### src/rtl/mips_pkg.sv
// mips_pkg: shared register-file constants and the register address type used by decode
package mips_pkg;
  localparam int DW_DEF = 32;
  localparam int AW_DEF = 5;
  localparam int REG_ZERO = 0;
  typedef logic [AW_DEF-1:0] reg_addr_t;
endpackage

### src/rtl/popcount_delta.sv
// popcount_delta: +1/-1/0 pending-count adjustment from old scoreboard bits at the issue (iss_*) and write (wr_*) addresses
module popcount_delta (
  input  logic iss_v,
  input  logic wr_v,
  input  logic same,
  input  logic iss_old,
  input  logic wr_old,
  output logic inc,
  output logic dec
);
  always_comb begin
    inc = iss_v & ~iss_old;
    dec = wr_v & wr_old & ~(iss_v & same);
  end
endmodule

### src/rtl/reg_file_sb.sv
// reg_file_sb: register file (NRD comb read ports rd_*, write port wr_*, bypass, zero reg) with pending scoreboard (iss_*, rd_pending, pend_cnt)
module reg_file_sb
  import mips_pkg::*;
#(
  parameter int DW = DW_DEF,
  parameter int AW = AW_DEF,
  parameter int NRD = 2,
  parameter int ZERO_REG = 1
) (
  input  logic             clk,
  input  logic             rst,
  input  logic [NRD*AW-1:0] rd_addr,
  output logic [NRD*DW-1:0] rd_data,
  output logic [NRD-1:0]    rd_pending,
  input  logic             wr_en,
  input  logic [AW-1:0]    wr_addr,
  input  logic [DW-1:0]    wr_data,
  input  logic             iss_en,
  input  logic [AW-1:0]    iss_addr,
  output logic [AW:0]      pend_cnt
);
  localparam int N = 1 << AW;
  logic [DW-1:0] regs_q [N];
  logic [N-1:0] pend_q, pend_d;
  logic [AW:0] cnt_q, cnt_d;
  logic wr_ok, iss_ok, inc, dec;
  assign wr_ok = wr_en && !(ZERO_REG != 0 && wr_addr == AW'(REG_ZERO));
  assign iss_ok = iss_en && !(ZERO_REG != 0 && iss_addr == AW'(REG_ZERO));
  popcount_delta u_delta (
    .iss_v(iss_ok),
    .wr_v(wr_ok),
    .same(iss_addr == wr_addr),
    .iss_old(pend_q[iss_addr]),
    .wr_old(pend_q[wr_addr]),
    .inc(inc),
    .dec(dec)
  );
  always_comb begin
    pend_d = pend_q;
    if (wr_ok) pend_d[wr_addr] = 1'b0;
    if (iss_ok) pend_d[iss_addr] = 1'b1;
    cnt_d = cnt_q + (AW+1)'(inc) - (AW+1)'(dec);
  end
  always_ff @(posedge clk or posedge rst) begin
    if (rst) begin
      for (int i = 0; i < N; i++) regs_q[i] <= '0;
      pend_q <= '0;
      cnt_q <= '0;
    end else begin
      if (wr_ok) regs_q[wr_addr] <= wr_data;
      pend_q <= pend_d;
      cnt_q <= cnt_d;
    end
  end
  assign pend_cnt = cnt_q;
  for (genvar g = 0; g < NRD; g++) begin : g_rd
    logic [AW-1:0] a;
    logic hit;
    assign a = rd_addr[g*AW +: AW];
    assign hit = wr_en && wr_addr == a;
    assign rd_data[g*DW +: DW] = (rst || (ZERO_REG != 0 && a == AW'(REG_ZERO))) ? '0 :
                                 hit ? wr_data : regs_q[a];
    assign rd_pending[g] = !rst && pend_q[a] && !hit;
  end
endmodule

### config.mk
export PLATFORM = sky130hd
export DESIGN_NAME = reg_file_sb
export DESIGN_NICKNAME = d
export VERILOG_FILES = /design/src/rtl/mips_pkg.sv /design/src/rtl/popcount_delta.sv /design/src/rtl/reg_file_sb.sv
export SDC_FILE = /design/constraint.sdc
export NUM_CORES = 2
export LEC_CHECK = 0
export CORE_UTILIZATION = 60
export DETAILED_ROUTE_END_ITERATION = 16
export GPL_ROUTABILITY_DRIVEN = 0
export PLACE_DENSITY_LB_ADDON = 0.1
export SYNTH_ARGS = -nofsm -noshare
export SYNTH_HDL_FRONTEND = slang
export SYNTH_SLANG_ARGS = --single-unit
### constraint.sdc
create_clock -name clk -period 107.4 [get_ports clk]
set_input_delay 21.48 -clock clk [delete_from_list [all_inputs] [get_ports clk]]
set_output_delay 21.48 -clock clk [all_outputs]
set_load 0.005 [all_outputs]
==> flow_metrics.py <==
metrics = {
    "routing": {
        "first_iter_violations": 3868,
        "post_drt_wl_per_cell_microns": 33.0,
        "viasPerCell": 7.34,
        "vias": 39000,
        "antenna_left": 0,
        "highest_layer": "met4",
        "first_pass_iters": 9,
        "wl_met2_microns": 85600,
        "wl_met3_microns": 14300,
        "routed_wl_microns": 176000,
        "drc_errors": 0,
        "drt-met1-wl_microns": 66000,
    },
    "timing": {
        "holdWs_ns": 0.395,
        "period_minus_slack_ns": 47.31,
        "fmax_mhz": 21.1,
        "skew_ns": 0.00201,
        "finalSetupViolCount": 0,
        "slew_headroom_pct": 14.4,
        "post-route-period-util_pct": 44.0,
        "tightest_slew_ns": 1.28,
        "maxSlewViolCount": 0,
        "finalSetupTns_ns": 0,
        "hold_viol": 0,
        "rsz0062_at_grt": "false",
    },
    "logic_synthesis": {
        "synthXorXnorAreaFrac_pct": 0.287,
        "synth_compound_area_share_pct": 6.68,
        "synth_edf_count": 0,
        "synthAdderAreaFrac_pct": 0.164,
        "yosysSeqAreaShare_pct": 45.8,
        "synth_top_flop_cell": "dfrtp_1",
        "synth_mux_area_share_pct": 40.7,
        "yosys.area.top_type_share_pct": 45.8,
        "netlist_instances": 4091,
        "synth.largest_area_cell": "dfrtp_1",
        "syn-num-nets": 4154,
        "synthArstFlopShare_pct": 100,
        "ys_types": 54,
        "syn_avg_cell_area_sq_um": 14.2,
        "syn-cell-area_sq_mm": 0.0581,
        "ys_warn_count": 0,
        "ys_ff_latch": 1062,
        "synth.area.top_cells": "dfrtp_1 (46%), mux2_2 (19%), mux4_2 (16%)",
        "synth_top_family_by_area": "multiplexers",
        "yosys.area_share.simple_pct": 2.63,
    },
    "global_routing": {
        "grt_pass1_vias": 41100,
        "grt_pass1_wl_microns": 266000,
        "antenna_found_initial": 3,
        "gr-total-overflow": 0,
        "grt_max_degree": 120,
        "grt_util_all_layers_pct": 36.3,
    },
    "setup_path": {
        "cp.arrival_ns": 25.83,
        "worstSetupPathType": "input pin to output port",
        "reg2reg_slack_ns": 104.16,
        "cp_data_required_time_ns": 85.92,
        "end_kind": "output port",
        "cp_max_fo": 36,
        "start_kind": "input pin",
    },
    "clocking": {
        "post_cts_resize_count": 0,
        "cts_setup_buffers": 0,
        "cts_buffers": 115,
        "cts_hold_buf": 0,
        "clk_path_buf_depth": 3,
        "insertion_delay_ns": 0.71,
        "cts.sinks": 1062,
        "cts_tree": "done",
        "clk_pin_slew_worst_paths_ns": 0.06,
        "root_buffer": "clkbuf_16",
        "htree_num_levels": 3,
    },
    "floorplan": {
        "num_rows": 113,
        "die_h_microns": 313,
        "die-area_sq_mm": 0.0980,
        "design.portCount": 128,
        "initial_core_util_pct": 60.8,
        "coreArea_sq_mm": 0.0954,
        "chipWidth_microns": 313,
    },
    "worst_hold_path": {
        "min_path_type": "flip-flop to flip-flop",
    },
    "power_and_ir_drop": {
        "power_mw": 1.21,
        "vdd_drop_max_uv": 13.1,
        "power_leakage_nw": 27.5,
        "cellPowerDensity_mw_per_mm2": 19.0,
    },
    "placement": {
        "postPlaceCellArea_sq_mm": 0.0598,
        "io_buffers": 127,
        "hpwl_microns": 97500,
        "place_inst": 5104,
    },
    "finish": {
        "stdcell_area_sq_mm": 0.0638,
        "drive_gt1_share_pct": 43.5,
        "instances_no_fill": 5320,
        "nets": 4019,
        "syn2layout_area_growth_pct": 9.94,
    },
    "status": {
        "outcome": "completed",
    },
    "job": {
        "drv_cap": 0,
    },
}
[per-stage QoR]
step	setup WS [ns]	util (%)
3_3_place_gp	60.20	62.6
3_5_place_dp	60.18	62.6
4_1_cts	60.17	66.9
6_report	60.09	66.9
2_1_floorplan	39.02	-
5_1_grt	59.97	66.9
[critical path, stage by stage]
cell,delay [ns]
buf_4,0.44
buf_4,0.65
buf_4,0.68
xnor2_1,0.20
nand2_1,0.13
nor2_1,0.24
and2_2,0.44
buf_4,0.56
a221o_1,0.35
clkdlybuf4s50_1,0.53
[layer usage]
metal	vias up	GRT usage, %
li1	15600	-
met1	20800	46.8
met2	2096	59.1
met3	579	7.16
met4	0	18.4
met5	-	0
[registers in the layout, summed over array words and instances, names as in the netlist]
name and flops:
regs_q 1024, pend_cnt 6, pend_q 32
[power breakdown]
part	total, mW	internal (mW)	leakage, nW	switching, mW
registers	0.537	0.477	13.6	0.0599
clock network	0.424	0.255	2.04	0.169
logic	0.250	0.147	11.9	0.103
total	1.21	0.879	27.5	0.332
[cell type report]
type | count | area (sq um)
fillers | 6659 | 31600
inverters | 20 | 82.6
multi-input cells | 2538 | 29500
diodes | 1 | 2.50
well taps | 1265 | 1580
flip-flops and latches | 1062 | 26600
clock inverters | 56 | 701
repair buffers | 219 | 2030
clock buffers | 159 | 3380
[kinds of logic (layout without fill, tap and decap cells)]
kind of cell	Yosys count	after routing
XOR/XNOR	19	19
other	0	1
AND/OR/NAND/NOR	309	309
buffers and inverters	491	454
AO/OA/AOI/OAI	497	497
adder cells (fa/ha/maj)	7	7
multiplexers	1706	1706
flip-flops	1062	1062
[cells in the final DEF, fill, tap and decap left out, types with 51 or more instances in the layout]
| master | netlist | final |
|---|---|---|
| a211oi_1 | 60 | 60 |
| a221o_1 | 62 | 62 |
| a221oi_1 | 125 | 125 |
| a22oi_1 | 67 | 67 |
| buf_4 | 30 | 90 |
| clkbuf_16 | 0 | 118 |
| clkdlybuf4s50_1 | 0 | 119 |
| dfrtp_1 | 1062 | 1062 |
| mux2_2 | 991 | 991 |
| mux2i_1 | 288 | 288 |
| mux4_2 | 423 | 423 |
| nand2_1 | 67 | 51 |
| nor2_1 | 87 | 72 |
| nor2b_1 | 69 | 66 |
| o21ai_0 | 52 | 52 |
[final timing paths]
check / startpoint / cells after the start / to
max: rd_addr[9] / 10 / rd_data[49]
min: regs_q[998]$_DFFE_PP0P_ / 0 / regs_q[998]$_DFFE_PP0P_
max reg2reg: pend_q[23]$_DFF_PP0_ / 12 / pend_cnt[4]$_DFF_PP0_
min reg2reg: regs_q[998]$_DFFE_PP0P_ / 0 / regs_q[998]$_DFFE_PP0P_
max in group asynchronous: rst / 6 / regs_q[782]$_DFFE_PP0P_
min in group asynchronous: rst / 2 / pend_q[4]$_DFF_PP0_
[Yosys cell counts (3+ instances only)]
cell / instances
a211oi_1: 60
a21oi_1: 38
a221o_1: 62
a221oi_1: 125
a22o_1: 12
a22oi_1: 67
a32o_1: 3
and3_1: 6
and3b_1: 4
buf_1: 37
buf_2: 154
buf_4: 30
buf_6: 7
clkbuf_1: 242
dfrtp_1: 1062
ha_1: 6
inv_1: 18
mux2_1: 4
mux2_2: 991
mux2i_1: 288
mux4_2: 423
nand2_1: 67
nand2b_1: 3
nand3_1: 39
nand3b_1: 4
nand4_1: 3
nand4b_1: 3
nor2_1: 87
nor2b_1: 69
nor3_1: 9
nor3b_1: 4
o21ai_0: 52
o21bai_1: 32
o22ai_1: 6
o311ai_0: 30
or2_2: 4
xnor2_1: 15
xor2_1: 4
Power figures use the tool's default switching activity.
